[src/rtl/branch_redirect_ctrl.sv]
// Jump-resolution sequencer: turns a resolved taken branch into a one-shot PC redirect
// followed by timed IF/ID + ID/EX flush pulses, and keeps saturating branch statistics.
module branch_redirect_ctrl #(
   parameter int PC_WIDTH     = 32,
   parameter int FLUSH_CYCLES = 2,
   parameter int CNT_WIDTH    = 16
) (
   input  logic                 clk,
   input  logic                 rst,
   input  logic                 stall,
   input  logic                 br_valid,
   input  logic                 br_taken,
   input  logic [PC_WIDTH-1:0]  br_target,
   input  logic                 cnt_clr,
   output logic                 pc_load,
   output logic [PC_WIDTH-1:0]  pc_next,
   output logic                 flush_ifid,
   output logic                 flush_idex,
   output logic                 busy,
   output logic [CNT_WIDTH-1:0] br_count,
   output logic [CNT_WIDTH-1:0] taken_count
);

   typedef enum logic [1:0] {
      IDLE     = 2'd0,
      REDIRECT = 2'd1,
      FLUSH    = 2'd2
   } state_t;

   localparam logic [CNT_WIDTH-1:0] CNT_MAX   = '1;
   localparam logic [3:0]           FC_RELOAD = 4'(FLUSH_CYCLES - 1);

   state_t               state_q, state_d;
   logic [3:0]           fcnt_q, fcnt_d;
   logic [PC_WIDTH-1:0]  pc_next_q, pc_next_d;
   logic [CNT_WIDTH-1:0] br_count_q, br_count_d;
   logic [CNT_WIDTH-1:0] taken_count_q, taken_count_d;
   logic                 pc_load_q, pc_load_d;
   logic                 flush_q, flush_d;
   logic                 busy_q, busy_d;
   logic                 accept;

   // Branch inputs are only looked at under accept, so don't-care values are harmless.
   assign accept = (state_q == IDLE) & br_valid & ~stall;

   always_ff @(posedge clk or negedge rst) begin
      if (!rst) begin
         state_q       <= IDLE;
         fcnt_q        <= '0;
         pc_next_q     <= '0;
         br_count_q    <= '0;
         taken_count_q <= '0;
         pc_load_q     <= 1'b0;
         flush_q       <= 1'b0;
         busy_q        <= 1'b0;
      end else begin
         state_q       <= state_d;
         fcnt_q        <= fcnt_d;
         pc_next_q     <= pc_next_d;
         br_count_q    <= br_count_d;
         taken_count_q <= taken_count_d;
         pc_load_q     <= pc_load_d;
         flush_q       <= flush_d;
         busy_q        <= busy_d;
      end
   end

   always_comb begin
      state_d = state_q;
      fcnt_d  = fcnt_q;
      if (!stall) begin
         case (state_q)
            IDLE: begin
               if (accept && br_taken) state_d = REDIRECT;
            end
            REDIRECT: begin
               if (FLUSH_CYCLES == 1) begin
                  state_d = IDLE;
               end else begin
                  state_d = FLUSH;
                  fcnt_d  = FC_RELOAD;
               end
            end
            FLUSH: begin
               fcnt_d = fcnt_q - 4'd1;
               if (fcnt_q == 4'd1) state_d = IDLE;
            end
            default: state_d = IDLE;
         endcase
      end
   end

   // Outputs are decoded from the next state so every output leaves a flop.
   always_comb begin
      pc_load_d     = (state_d == REDIRECT);
      flush_d       = (state_d != IDLE);
      busy_d        = (state_d != IDLE);
      pc_next_d     = pc_next_q;
      br_count_d    = br_count_q;
      taken_count_d = taken_count_q;
      if (accept) begin
         if (br_count_q != CNT_MAX) br_count_d = br_count_q + 1'b1;
         if (br_taken) begin
            pc_next_d = br_target;
            if (taken_count_q != CNT_MAX) taken_count_d = taken_count_q + 1'b1;
         end
      end
      if (cnt_clr) begin
         br_count_d    = '0;
         taken_count_d = '0;
      end
   end

   assign pc_load     = pc_load_q;
   assign pc_next     = pc_next_q;
   assign flush_ifid  = flush_q;
   assign flush_idex  = flush_q;
   assign busy        = busy_q;
   assign br_count    = br_count_q;
   assign taken_count = taken_count_q;

endmodule

[config.mk]
export PLATFORM = sky130hd
export DESIGN_NAME = branch_redirect_ctrl
export DESIGN_NICKNAME = d
export VERILOG_FILES = /design/src/rtl/branch_redirect_ctrl.sv
export SDC_FILE = /design/constraint.sdc
export NUM_CORES = 1
export LEC_CHECK = 0
export CORE_ASPECT_RATIO = 0.6
export CORE_MARGIN = 1
export CORE_UTILIZATION = 30
export CTS_BUF_LIST = sky130_fd_sc_hd__clkbuf_4 sky130_fd_sc_hd__clkbuf_8 sky130_fd_sc_hd__clkbuf_16
export DETAILED_ROUTE_END_ITERATION = 10
export PLACE_DENSITY = 0.59
export SETUP_SLACK_MARGIN = 0.2
export SYNTH_ARGS = -nofsm -noshare
export SYNTH_HDL_FRONTEND = slang
export SYNTH_SLANG_ARGS = --single-unit
[constraint.sdc]
create_clock -name clk -period 5.6 [get_ports clk]
set_input_delay 1.12 -clock clk [delete_from_list [all_inputs] [get_ports clk]]
set_output_delay 1.12 -clock clk [all_outputs]
set_load 0.1 [all_outputs]
==> results of run 1 <==
## flip-flops by register name (all words and copies together), names as in the netlist
name         flops
busy             1
fcnt_q           4
pc_next         32
pc_load          1
taken_count     16
br_count        16
state_q          2
## cells by family after synthesis
| family | after synthesis | share of synthesized area |
|---|---|---|
| XOR/XNOR | 24 | 0.06257 |
| multiplexers | 33 | 0.1102 |
| adder cells (fa/ha/maj) | 8 | 0.02980 |
| AND/OR/NAND/NOR | 112 | 0.1858 |
| buffers and inverters | 19 | 0.02346 |
| flip-flops | 72 | 0.5363 |
| AO/OA/AOI/OAI | 29 | 0.05177 |
## area by class of cell
| cell class | count | area, µm² |
|---|---|---|
| clock buffers | 11 | 246.5 |
| inverters | 9 | 33.78 |
| well taps | 139 | 173.9 |
| multi-input cells | 206 | 1479 |
| fillers | 991 | 5862 |
| clock inverters | 5 | 80.08 |
| repair buffers | 107 | 1064 |
| flip-flops and latches | 72 | 1802 |
## worst paths after layout
kind / endpoint / cells after the start / slack (ps) / startpoint
setup / recovery: taken_count[15] / 7 / 2500 / stall
hold / removal: fcnt_q[3] / 1 / 500 / fcnt_q[3]
setup reg to reg: taken_count[15] / 8 / 3110 / state_q[1]
hold reg to reg: fcnt_q[3] / 1 / 500 / fcnt_q[3]
max in group asynchronous: fcnt_q[3] / 1 / 4060 / rst
min in group asynchronous: pc_next[15] / 1 / 930 / rst
## power groups by stage
| stage | Sequential [mW] | Clock (mW) | Combinational (mW) |
|---|---|---|---|
| floorplan | 1.68 | 0 | 0.310 |
| global placement | 0.752 | 0 | 1.59 |
| detailed placement | 0.762 | 0 | 1.60 |
| CTS | 0.758 | 0.648 | 1.60 |
| global route | 0.778 | 0.666 | 1.65 |
| finish | 0.754 | 0.623 | 1.59 |
## per-stage QoR
step	util	hold slack (ps)	setup slack, ps	instances
finish	0.4542	500.7	2502	549
floorplan	-	450.6	3134	297
CTS	0.4542	497.3	2493	549
global route	0.4542	520.4	2399	549
global placement	0.4238	480.1	2188	533
detailed placement	0.4238	488.5	2161	533
## cells in the final DEF, fill, tap and decap left out, drive strengths merged, types with 2 or more instances in the layout
master,count
a21oi,6
and3,4
buf,3
bufinv,2
clkbuf,11
clkdlybuf4s50,104
clkinvlp,2
dfrtp,72
ha,8
inv,9
mux2,32
nand2,15
nand2b,3
nand3,13
nand3b,2
nand4,5
nor2,36
nor2b,2
nor3,8
nor4,5
nor4b,6
o211ai,2
o21ai,15
o31ai,2
or3,2
or4,4
xnor2,16
xor2,8
## worst max-delay path, stage by stage
cell,delay [ps]
clkdlybuf4s50_1,530
nand4b_4,210
buf_4,290
or4b_4,630
and4bb_1,310
xnor2_1,120
nor2_1,50
## metal layers
metal	part of all wire	wire length (µm)	vias to the layer above
met5	0	0	-
met4	0.012	95	0
met3	0.11	882	10
met2	0.42	3284	93
met1	0.46	3643	1271
li1	-	-	1262
==> metrics.txt, run 1 <==
GRT met2 Usage=0.2155; CTS tree=done; top-area cell type share of the netlist area=0.5363; CTS clk-pin slew, worst paths=60 ps; Nets=451; met1 Use GR=0.1821; share of layout cells above drive strength 1=0.1366; #FFs+latches synth=72; Final Max Tran Viols=0; Core Area=0.01074 mm²; Post-synth EDFFs=0; Sw Pwr=1.503 mW; drt via density=4.801; Clock Power Share=0.210; drt drc=4; gr ovfl total=0; final setup vio count=0; post-DP HPWL=5.417 mm; Synth Net Count=343; vias in the first global route=2,663; total power=2.970 mW; worst ir drop on vdd=0.6567 mV; number of buffers on the longest clock path=2; vias=2,636; IO Port Bufs=105; YS warnings=0; sequential fraction of the synthesis area=0.5363; WL/cell=14.40 µm; pwr/cell area=608.8 mW/mm²; leak pwr=1.996 nW; I/O pin count=106; area leader, netlist=dfrtp_1; period utilization=0.5531; die extent in x=138.6 µm; most frequent cell after synthesis=dfrtp_1; CTS H-tree depth=3; Final Hold Viols=0; final clock skew=6.977 ps; area delta synth->final=45.21%; relative slew slack=0.3228; hold buffer count at CTS=0; CTS Buf Count=9; CTS root buffer=clkbuf_16; worst slew pin tran=1013 ps; GPL Wtd Cong=0.7712; initial antenna violation count=0; Synth cell types=41; dpl cell area=0.004552 mm²; kind of critical path=primary input to flop; Max Clock Freq=322.8 MHz; clk sink count=72; M3 GR Usage=0.08376; synth cell count leaders=dfrtp_1, nor2_1, mux2_2, xnor2_1, nand2_1; Syn Inst Count=297; die area=0.01164 mm²; pin count of the biggest net entering global routing=73; GRT Total Usage=0.1481; DRT iter0 DRCs=86; Synth Flop Type=dfrtp_1; average cell area after synthesis=11.31 µm²; Logic pwr share=0.537; Finished Cell Area=0.004878 mm²; setup repair bufs after CTS=0; routed wire length=7.906 mm; Total Neg Setup Slack=0 ps; switch share=0.5062; synth top area cells=dfrtp_1, mux2_2, xnor2_1, nor2_1, ha_1; min Tclk post-route=3098 ps; failing checks=DRC; register share of total power=0.254; HP Class=flop to flop; CP endpoint kind=flop; ys async rst share=1.000; internal power=1.467 mW; row cnt=29; first-pass GRT wire length=13.32 mm; Critical Path AT=3300 ps; Starting Density=0.3128; unrepaired setup endpoints after global routing=false; post-route antenna net violation count=0; diodes inserted=0; DIE HEIGHT=83.97 µm; crit path max fanout=45; CP required=5800 ps; drt pass-1 iters=8; max cap viols=0; post-CTS sizing=0; run status=finished with violations; worst-skew pair later-pin latency=330 ps; Top Usage Layer GRT=met2; Synth Cell Area=0.003359 mm²; startpoint class of the critical path=primary input
Power figures use the tool's default switching activity.
==> inputs of run 2 (changes only) <==
Settings changed: PLACE_DENSITY 0.59 to 0.61.
Clock period 5.6 ns to 2.8 ns, I/O delays scaled along.
==> run 2 against run 1 <==
Against the previous run: the run still ends with DRC left; worst setup slack lost 1900 ps; critical path type unchanged; critical path depth shrank 1; non-clock buffer count grew 3; register-to-register slack lost 2500 ps; final cell count grew 0.55%; sequential power grew 100%; via count grew 0.38%; sequential share of layout area grew 1.5 points; flip-flop and latch count is the same; first-iteration DRC count grew 17%; global-route usage shrank 0.27 points; clock skew grew 0.98 ps.
==> metrics.txt, run 2 (synthesized netlist as in run 1, its figures left out) <==
CTS tree=done; min Tclk post-route=2238 ps; drt pass-1 iters=7 (-1); WL/cell=14.15 µm (-1.8%); CTS Buf Count=9 (unchanged); max cap viols=0 (unchanged); vias=2,646 (+0.38%); fillers=1,037 (+4.6%); first-pass GRT wire length=13.18 mm (-1.1%); post-CTS sizing=0 (unchanged); period utilization=0.7994; CP endpoint kind=flop; GPL Wtd Cong=0.7786 (+0.96%); failing checks=DRC; leak pwr=2.107 nW (+5.6%); DIE HEIGHT=83.97 µm (unchanged); Nets=454 (+0.67%); post-route antenna net violation count=0 (unchanged); CTS H-tree depth=3 (unchanged); pwr/cell area=1218 mW/mm² (+100%); final setup vio count=0 (unchanged); pin count of the biggest net entering global routing=73 (unchanged); dpl cell area=0.004404 mm² (-3.2%); final clock skew=7.960 ps (+0.9831 ps); Final Max Tran Viols=0 (unchanged); commonest non-fill, non-tap cell in the layout=buf_4; drt drc=11 (+7); DRT iter0 DRCs=101 (+17%); row cnt=29 (unchanged); Starting Density=0.3128 (unchanged); CTS clk-pin slew, worst paths=60 ps (about the same); HP Class=primary input to async pin; hold buffer count at CTS=0 (unchanged); Core Util, Final=0.4370 (-0.01724); worst slew pin tran=907.6 ps (-105.1 ps); diodes inserted=0 (unchanged); run status=finished with violations; I/O pin count=106 (unchanged); max reg flops=32 (unchanged); setup repair bufs after CTS=0 (unchanged); worst ir drop on vdd=0.8873 mV (+35%); share of layout cells above drive strength 1=0.3075 (+0.1709); Core Area=0.01074 mm² (unchanged); Max Clock Freq=446.8 MHz; number of buffers on the longest clock path=2 (unchanged); Finished Cell Area=0.004693 mm² (-3.8%); startpoint class of the critical path=primary input; crit-path cells=clkdlybuf4s50_1 -> nand4b_4 -> or4b_4 -> and4bb_1 -> xnor2_1 -> nor2_1; vias in the first global route=2,665 (+0.075%); CTS root buffer=clkbuf_16; initial antenna violation count=0 (unchanged); post-DP HPWL=5.467 mm (+0.94%); unrepaired setup endpoints after global routing=false; Total Neg Setup Slack=0 ps (unchanged); die area=0.01164 mm² (unchanged); crit path max-delay cell type=or4b_4; kind of critical path=primary input to flop; relative slew slack=0.3950 (+0.07216); Critical Path AT=2450 ps (-850 ps); GRT Total Usage=0.1455 (-0.002664); routed wire length=7.809 mm (-1.2%); gr ovfl total=0 (unchanged); CP required=3010 ps (-2790 ps); Crit path largest cell delay=590 ps (-40 ps); crit path max fanout=8 (-82%); Final Hold Viols=0 (unchanged); clk sink count=72 (unchanged); area delta synth->final=39.70%; drt via density=4.793 (-0.17%); IO Port Bufs=105 (unchanged); worst-skew pair later-pin latency=330 ps (about the same); die extent in x=138.6 µm (unchanged); most frequent cells in the layout=buf_4, dfrtp_1, nor2_1, clkdlybuf4s50_1, mux2_2
[run 2: path summary, 6_finish.rpt]
| kind | slack [ps] | depth (start not counted) | from | endpoint |
|---|---|---|---|---|
| min reg2reg | 500 | 1 | fcnt_q[3] | fcnt_q[3] |
| max reg2reg | 650 | 7 | state_q[1] | taken_count[15] |
| min | 370 | 1 | rst | br_count[0] |
| min in group clk | 500 | 1 | fcnt_q[3] | fcnt_q[3] |
| max in group asynchronous | 1850 | 1 | rst | pc_next[30] |
| max | 560 | 6 | stall | taken_count[15] |
[run 2: metrics by stage]
stage	instances	hold slack, ps	power [mW]	setup WS, ps
2_1_floorplan	297	264.4	3.973	336.2
3_3_place_gp	536	475.6	4.600	266.6
3_5_place_dp	536	484.8	4.644	222.8
4_1_cts	552	408.1	5.779	579.0
5_1_grt	552	456.3	5.970	403.6
6_report	552	365.9	5.715	561.8
[run 2: power breakdown]
part / total, mW / switching (mW) / internal [mW]
clock network: 1.10 / 0.423 / 0.678
logic: 3.09 / 2.40 / 0.697
registers: 1.52 / 0.185 / 1.34
total: 5.72 / 3.01 / 2.71
[run 2: area by class of cell]
cell class                      instances  area [µm²]  area share
Sequential cell                        72        1802      0.3839
Clock buffer                           13       274.0     0.05838
Clock inverter                          3       15.01    0.003199
Timing Repair Buffer                  110       915.9      0.1951
Tap cell                              139       173.9     0.03706
Multi-Input combinational cell        206        1479      0.3151
Inverter                                9       33.78    0.007198
[run 2: metal layers]
metal / up-vias / share of wire / global-route usage
met1: 1283 / 0.46 / 0.1869
met2: 91 / 0.42 / 0.2063
met4: 0 / 0.0068 / 0.04242
met5: - / 0 / 0
li1: 1267 / - / -
met3: 5 / 0.11 / 0.08204
[run 2: critical path, delay by kind of cell]
family                 cells  cell delay [ps]
AND/OR/NAND/NOR            4             1220
buffers and inverters      1              540
XOR/XNOR                   1              120
==> inputs of run 3 (changes only) <==
Clock period 2.8 ns to 1.8 ns, I/O delays scaled along.
==> run 3 against run 2 <==
Against the previous run: the flow finishes with violations (DRC, setup timing); sequential power is 70% higher; final area grew 44%; global-route usage rose by 3.3 points; register-to-register slack worse by 880 ps; highest routed layer unchanged; die area stayed put; hold slack improved by 87 ps; first-iteration DRC count increased by 19%; clock power up 53%; non-clock buffer count is 71 higher.
==> metrics.txt, run 3 (synthesized netlist as in run 1, its figures left out) <==
most frequent cells in the layout=buf_12, buf_4, dfrtp_1, clkdlybuf4s50_1, nor2_1; crit path max fanout=4 (-4); initial antenna violation count=0 (unchanged); post-DP HPWL=6.443 mm (+18%); drt pass-1 iters=7 (unchanged); Final Max Tran Viols=0 (unchanged); share of layout cells above drive strength 1=0.5702 (+0.2627); Critical Path AT=2290 ps (-160 ps); CTS Buf Count=9 (unchanged); kind of critical path=flop to flop; final setup vio count=27 (+27); CP endpoint kind=flop; number of cells in the finished layout apart from fillers=623 (+13%); CP required=2060 ps (-950 ps); DRT iter0 DRCs=120 (+19%); clk sink count=72 (unchanged); vias=2,992 (+13%); GRT Total Usage=0.1788 (+0.03336); CTS tree=done; CTS clk-pin slew, worst paths=60 ps (about the same); final clock skew=6.115 ps (-1.845 ps); drt drc=11 (unchanged); drt via density=4.803 (+0.19%); min Tclk post-route=2026 ps; first-pass GRT wire length=15.91 mm (+21%); Max Clock Freq=493.6 MHz; pin count of the biggest net entering global routing=54 (-26%); placed cells=565 (+5.4%); HP Class=primary input to async pin; WL/cell=16.46 µm (+16%); run status=finished with violations; CTS root buffer=clkbuf_16; IO Port Bufs=105 (unchanged); pwr/cell area=1589 mW/mm² (+30%); vias in the first global route=3,087 (+16%); unrepaired setup endpoints after global routing=true; diodes inserted=0 (unchanged); GPL Wtd Cong=0.7681 (-1.3%); max reg flops=32 (unchanged); routed wire length=10.25 mm (+31%); worst slew pin tran=605.7 ps (-301.9 ps); post-route antenna net violation count=0 (unchanged); CTS H-tree depth=3 (unchanged); Place WS=-454.6 ps (-677.4 ps); failing checks=DRC, setup timing; Nets=525 (+16%); Core Area=0.01074 mm² (unchanged); Starting Density=0.3128 (unchanged); row cnt=29 (unchanged); DIE HEIGHT=83.97 µm (unchanged); number of buffers on the longest clock path=2 (unchanged); max cap viols=0 (unchanged); gr ovfl total=0 (unchanged); leak pwr=2.723 nW (+29%); relative slew slack=0.5947 (+0.1998); worst-skew pair later-pin latency=340 ps (about the same); worst ir drop on vdd=1.576 mV (+78%); final setup margin=-226.1 ps (-787.8 ps); Final Hold Viols=0 (unchanged); period utilization=1.126; startpoint class of the critical path=flop; Core Util, Final=0.6277 (+0.1907); die extent in x=138.6 µm (unchanged); commonest non-fill, non-tap cell in the layout=buf_12; area delta synth->final=100.7%; die area=0.01164 mm² (unchanged); reg2reg setup slack=-230 ps (-880 ps); I/O pin count=106 (unchanged)
==> run 3: routing by layer <==
metal / global-route usage / vias to the layer above / wire length (µm)
met2: 0.2783 / 104 / 4786
met5: 0 / - / 0
met4: 0.06263 / 0 / 154
met3: 0.1015 / 13 / 1080
li1: - / 1411 / -
met1: 0.2061 / 1464 / 4231
==> run 3: per-stage QoR <==
| stage | hold WS, ps | TNS (ps) | power, mW | cell area [µm²] |
|---|---|---|---|---|
| after detailed placement | 273.2 | -14640 | 8.717 | 5699 |
| after global placement | 266.1 | -13260 | 8.637 | 5699 |
| after CTS | 449.9 | -517.5 | 10.56 | 6360 |
| final | 453.2 | -2475 | 10.71 | 6741 |
| after floorplan | 64.41 | -1890 | 6.236 | 3573 |
| after global routing | 468.9 | -5256 | 11.10 | 6741 |
==> run 3: path summary, 6_finish.rpt <==
path                             endpoint  depth (start not counted)       start
hold reg to reg                 fcnt_q[3]                          1   fcnt_q[3]
hold / removal                    pc_load                          2         rst
max in group asynchronous  taken_count[1]                          3         rst
min in group clk                fcnt_q[3]                          1   fcnt_q[3]
setup reg to reg             br_count[15]                          8  state_q[1]
setup / recovery             br_count[15]                          8  state_q[1]
==> run 3: final cells by class <==
type | instances | area [µm²]
inverters | 9 | 33.78
clock buffers | 10 | 232.7
flip-flops and latches | 72 | 1911
clock inverters | 6 | 45.04
repair buffers | 181 | 2490
well taps | 139 | 173.9
fillers | 775 | 3999
multi-input cells | 206 | 1856
==> run 3: power breakdown <==
group / switching, mW / internal (mW)
sequential: 0.495 / 2.09
clock: 0.727 / 0.953
combinational: 3.93 / 2.52
total: 5.15 / 5.56
==> run 3: repair_timing <==
item	in CTS	in global routing
setup endpoints to repair	56	69
hold buffers	1	0
cloned	1	2
setup buffers	21	17
hold endpoints to repair	19	0
resized for setup	34	48
pin swaps	23	35
==> run 3: worst max-delay path, stage by stage (launching register included) <==
cell and delay (ps):
dfrtp_1 390, inv_2 90, ha_4 160, buf_6 110, nand3b_1 130, nor3_2 280, o21ai_2 150, or4_4 510
a21oi_2 130
==> variant 1: new RTL, settings of run 3 <==
The parameter `PC_WIDTH` goes from 32 to 16.
--- a/src/rtl/branch_redirect_ctrl.sv
+++ b/src/rtl/branch_redirect_ctrl.sv
@@ -2,5 +2,5 @@
 // followed by timed IF/ID + ID/EX flush pulses, and keeps saturating branch statistics.
 module branch_redirect_ctrl #(
-   parameter int PC_WIDTH     = 32,
+   parameter int PC_WIDTH     = 16,
    parameter int FLUSH_CYCLES = 2,
    parameter int CNT_WIDTH    = 16
Interface: changed (resized br_target and pc_next); port bits go from 106 to 74. No check against the original RTL was run, so the function may have changed too.
==> variant 1 against run 3 <==
- the run ends with negative setup slack left
- clock power shrank 33%
- setup slack gained 0.0072 ns
- non-clock buffer count shrank 46
- total power shrank 38%
- global-route usage is 0.50 points lower
- wire length shrank 14%
- area after synthesis down 14%
- sequential cell count down 16
- design area is 17% lower
- fmax up 0.36%
- first-iteration DRC count up 15%
- critical path type is now in -> reg
- critical endpoint is now br_count[5]$_DFFE_PN0P_
- largest cell class is now multi-input gates
- highest routed layer unchanged
==> variant 1: results <==
metrics = {
    "timing": {
        "worst_slack_ns": -0.219,
        "relSlewSlack": 0.672,
        "setup_total_negative_slack_ns": -2.05,
        "finalSetupViolCount": 22,
    },
    "finish": {
        "layout.filler_cells": 751,
        "final_cell_count_no_fill": 577,
        "num-nets-final": 476,
        "multi_input_comb_area_um2": 1890,
    },
    "logic_synthesis": {
        "postSynthAreaPerCell_um2": 9.23,
        "yosys-top-cells-area": "sky130_fd_sc_hd__dfrtp_1, sky130_fd_sc_hd__nand2_1, sky130_fd_sc_hd__a21oi_1",
        "ys_types": 46,
        "yosysSeqAreaShare": 0.484,
    },
    "setup_path": {
        "worst-endpoint-arrival_ns": 2.24,
        "worst_path_max_delay_cell": "sky130_fd_sc_hd__clkdlybuf4s50_1",
        "critPathMaxStageDelay_ns": 0.53,
        "crit_start": "br_valid",
        "cp_max_fo": 5,
        "crit-reg2reg-launch": "state_q[0]$_DFF_PN0_",
    },
    "power_and_ir_drop": {
        "cell_leakage_power_nw": 2.34,
        "ir_drop_uv": 1510,
    },
    "routing": {
        "routed-via-count": 2919,
        "drt_pre_antenna_iters": 4,
        "dr.first_iter.drc_count": 138,
        "post_drt_wl_per_cell_um": 15.2,
    },
    "global_routing": {
        "grt_pass1_wl_um": 13800,
        "globalRouteMet2Util": 0.273,
        "pin_count_of_the_biggest_net_entering_global_routing": 57,
        "grt_use_met3": 0.0511,
        "grt_pass1_vias": 2832,
        "grt_use_met1": 0.238,
        "grt_usage": 0.174,
    },
    "placement": {
        "post-place-ws_ns": -0.503,
        "dp.cells": 550,
        "postPlaceCellArea_um2": 4830,
    },
    "status": {
        "run_status": "finished, violations left",
        "violated_checks": "negative setup slack",
    },
    "cts": {
        "cts_buffer_count": 5,
        "htree_num_levels": 2,
    },
}
-- variant 1: cell families (layout without fill, tap and decap cells) --
group / count (synthesis) / in the layout / share of synthesized area
multiplexers: 3 / 3 / 0.0104
AO/OA/AOI/OAI: 69 / 69 / 0.146
adder cells (fa/ha/maj): 8 / 8 / 0.0345
AND/OR/NAND/NOR: 157 / 157 / 0.296
buffers and inverters: 21 / 154 / 0.0298
flip-flops: 56 / 56 / 0.484
-- variant 1: worst register-to-register path: stages, from the launching register on --
cell	delay, ns
sky130_fd_sc_hd__dfrtp_1	0.39
sky130_fd_sc_hd__inv_2	0.08
sky130_fd_sc_hd__ha_4	0.15
sky130_fd_sc_hd__buf_6	0.10
sky130_fd_sc_hd__nand3b_1	0.15
sky130_fd_sc_hd__buf_4	0.18
sky130_fd_sc_hd__or2_4	0.24
sky130_fd_sc_hd__or4_4	0.49
sky130_fd_sc_hd__a21oi_2	0.15
-- variant 1: final cells by class --
type                            count  share of cell area
Tap cell                          130              0.0291
Timing Repair Buffer              135               0.324
Sequential cell                    56               0.272
Multi-Input combinational cell    237               0.338
Inverter                           11             0.00739
Clock buffer                        5              0.0224
Clock inverter                      3             0.00762
-- variant 1: timing repair --
item | CTS | global route
setup endpoints to repair | 33 | 51
pin swaps | 18 | 51
resized for setup | 20 | 86
setup buffers | 7 | 11
gates cloned | 0 | 1
endpoints found under the hold margin | 0 | 0
-- variant 1: where the power goes --
part           internal, W  switching, W  total (W)
logic              0.00143       0.00231    0.00374
clock network     0.000655      0.000475    0.00113
registers          0.00152      0.000292    0.00181
total              0.00360       0.00308    0.00668
-- variant 1: layer usage --
| metal | vias up | wire length (µm) |
|---|---|---|
| met5 | - | 0 |
| met4 | 0 | 42 |
| met3 | 5 | 525 |
| met2 | 65 | 4060 |
| met1 | 1431 | 4150 |
| li1 | 1418 | - |
==> variant 2: new RTL, flow settings as in run 3 <==
Without the edit above. Encoding of `state_t`: now one-hot (3 bits for 3 states).
--- a/src/rtl/branch_redirect_ctrl.sv
+++ b/src/rtl/branch_redirect_ctrl.sv
@@ -22,8 +22,8 @@
 );
 
-   typedef enum logic [1:0] {
-      IDLE     = 2'd0,
-      REDIRECT = 2'd1,
-      FLUSH    = 2'd2
+   typedef enum logic [2:0] {
+      IDLE     = 3'b001,
+      REDIRECT = 3'b010,
+      FLUSH    = 3'b100
    } state_t;
 
Formal check against the unedited RTL: no difference found for any inputs over 4 cycles, from zero or initial values and one cycle with rst low; so few cycles prove little.
==> variant 2 against run 3 <==
- the flow finishes with violations (negative setup slack)
- design area rose by 5.3%
- utilization decreased by 0.77 points
- fmax rose by 2.9%
- setup slack improved by 0.058 ns
- sequential cell count is 1 higher
- global-route usage up 0.93 points
- largest power group unchanged
- wire length is 10% higher
- total power shrank 24%
- critical path type unchanged
- area after synthesis increased by 6.4%
==> variant 2: results <==
metrics = {
    "status": {
        "run_status": "finished, violations left",
        "violated_checks": "negative setup slack",
    },
    "routing": {
        "wl_met2_um": 5500,
        "route.met3.wl_um": 563,
        "drt_pre_antenna_iters": 5,
        "dr.first_iter.drc_count": 182,
        "metal1_wirelength_um": 5100,
        "routed-via-count": 3669,
    },
    "timing": {
        "finalSetupViolCount": 55,
        "worst_slack_ns": -0.168,
        "hold_slack_ns": 0.405,
        "setup_total_negative_slack_ns": -3.04,
        "timing.clock.skew_ns": 0.00531,
        "relSlewSlack": 0.580,
    },
    "logic_synthesis": {
        "yosys-top-cells-area": "sky130_fd_sc_hd__dfrtp_1, sky130_fd_sc_hd__nand2_1, sky130_fd_sc_hd__a21oi_1",
        "yosysSeqAreaShare": 0.511,
        "ys_types": 42,
    },
    "setup_path": {
        "worstSetupEndpoint": "br_count[9]$_DFFE_PN0P_",
        "r2r_cells": 4,
        "worst_path_max_delay_cell": "sky130_fd_sc_hd__dfstp_2",
    },
    "global_routing": {
        "grt_use_met3": 0.0425,
        "grt_usage": 0.188,
        "globalRouteMet2Util": 0.294,
        "pin_count_of_the_biggest_net_entering_global_routing": 39,
    },
    "finish": {
        "num-nets-final": 619,
        "drive_gt1_frac": 0.479,
    },
    "power_and_ir_drop": {
        "cell_leakage_power_nw": 2.98,
    },
}
==> variant 2: cell types whose count changed after synthesis, sizes merged, moves of 8 or more <==
cell,delta
xnor2,-16
nor2,-19
clkbuf,+13
xor2,-8
a21oi,+22
mux2,-27
nand2,+93
o31ai,+15
or4,+14
==> variant 2: layout make-up <==
class | count | area [µm²]
multi-input combinational | 285 | 1990
fill | 884 | 4350
sequential | 73 | 1940
clock inverter | 5 | 77.6
clock buffer | 11 | 253
inverter | 10 | 37.5
tap | 160 | 200
timing repair buffer | 198 | 2600
==> variant 2: through the flow <==
step,setup slack [ns],instances,utilization
after detailed placement,-0.597,693,0.533
after global placement,-0.545,693,0.533
after floorplan,-0.288,390,-
final,-0.168,742,0.620
after global routing,-0.227,742,0.620
after CTS,-0.146,735,0.598
==> variant 2: cells by family after synthesis <==
logic type | Yosys count | share of synthesized area
flip-flops | 73 | 0.511
adder cells (fa/ha/maj) | 4 | 0.0140
AND/OR/NAND/NOR | 204 | 0.285
AO/OA/AOI/OAI | 68 | 0.120
multiplexers | 8 | 0.0242
buffers and inverters | 33 | 0.0452
==> variant 2: critical path: cells and delay by family, from the launching register on <==
kind	cells	cell delay [ns]
and+or+nand+nor	3	1.19
AOI/OAI and AO/OA	1	0.14
DFF	1	0.57
==> variant 2: repair_timing <==
action | in CTS | in global routing
hold buffers | 1 | 0
pin swaps | 18 | 6
resized for setup | 37 | 43
setup buffers | 22 | 7
hold endpoints to repair | 8 | 0
endpoints found under the setup margin | 35 | 70
cloned | 3 | 0
==> variant 2: power breakdown <==
part / switching [W] / total (W) / internal (W)
clock: 0.000684 / 0.00197 / 0.00128
sequential: 0.000317 / 0.00224 / 0.00192
combinational: 0.00254 / 0.00397 / 0.00144
total: 0.00354 / 0.00818 / 0.00464
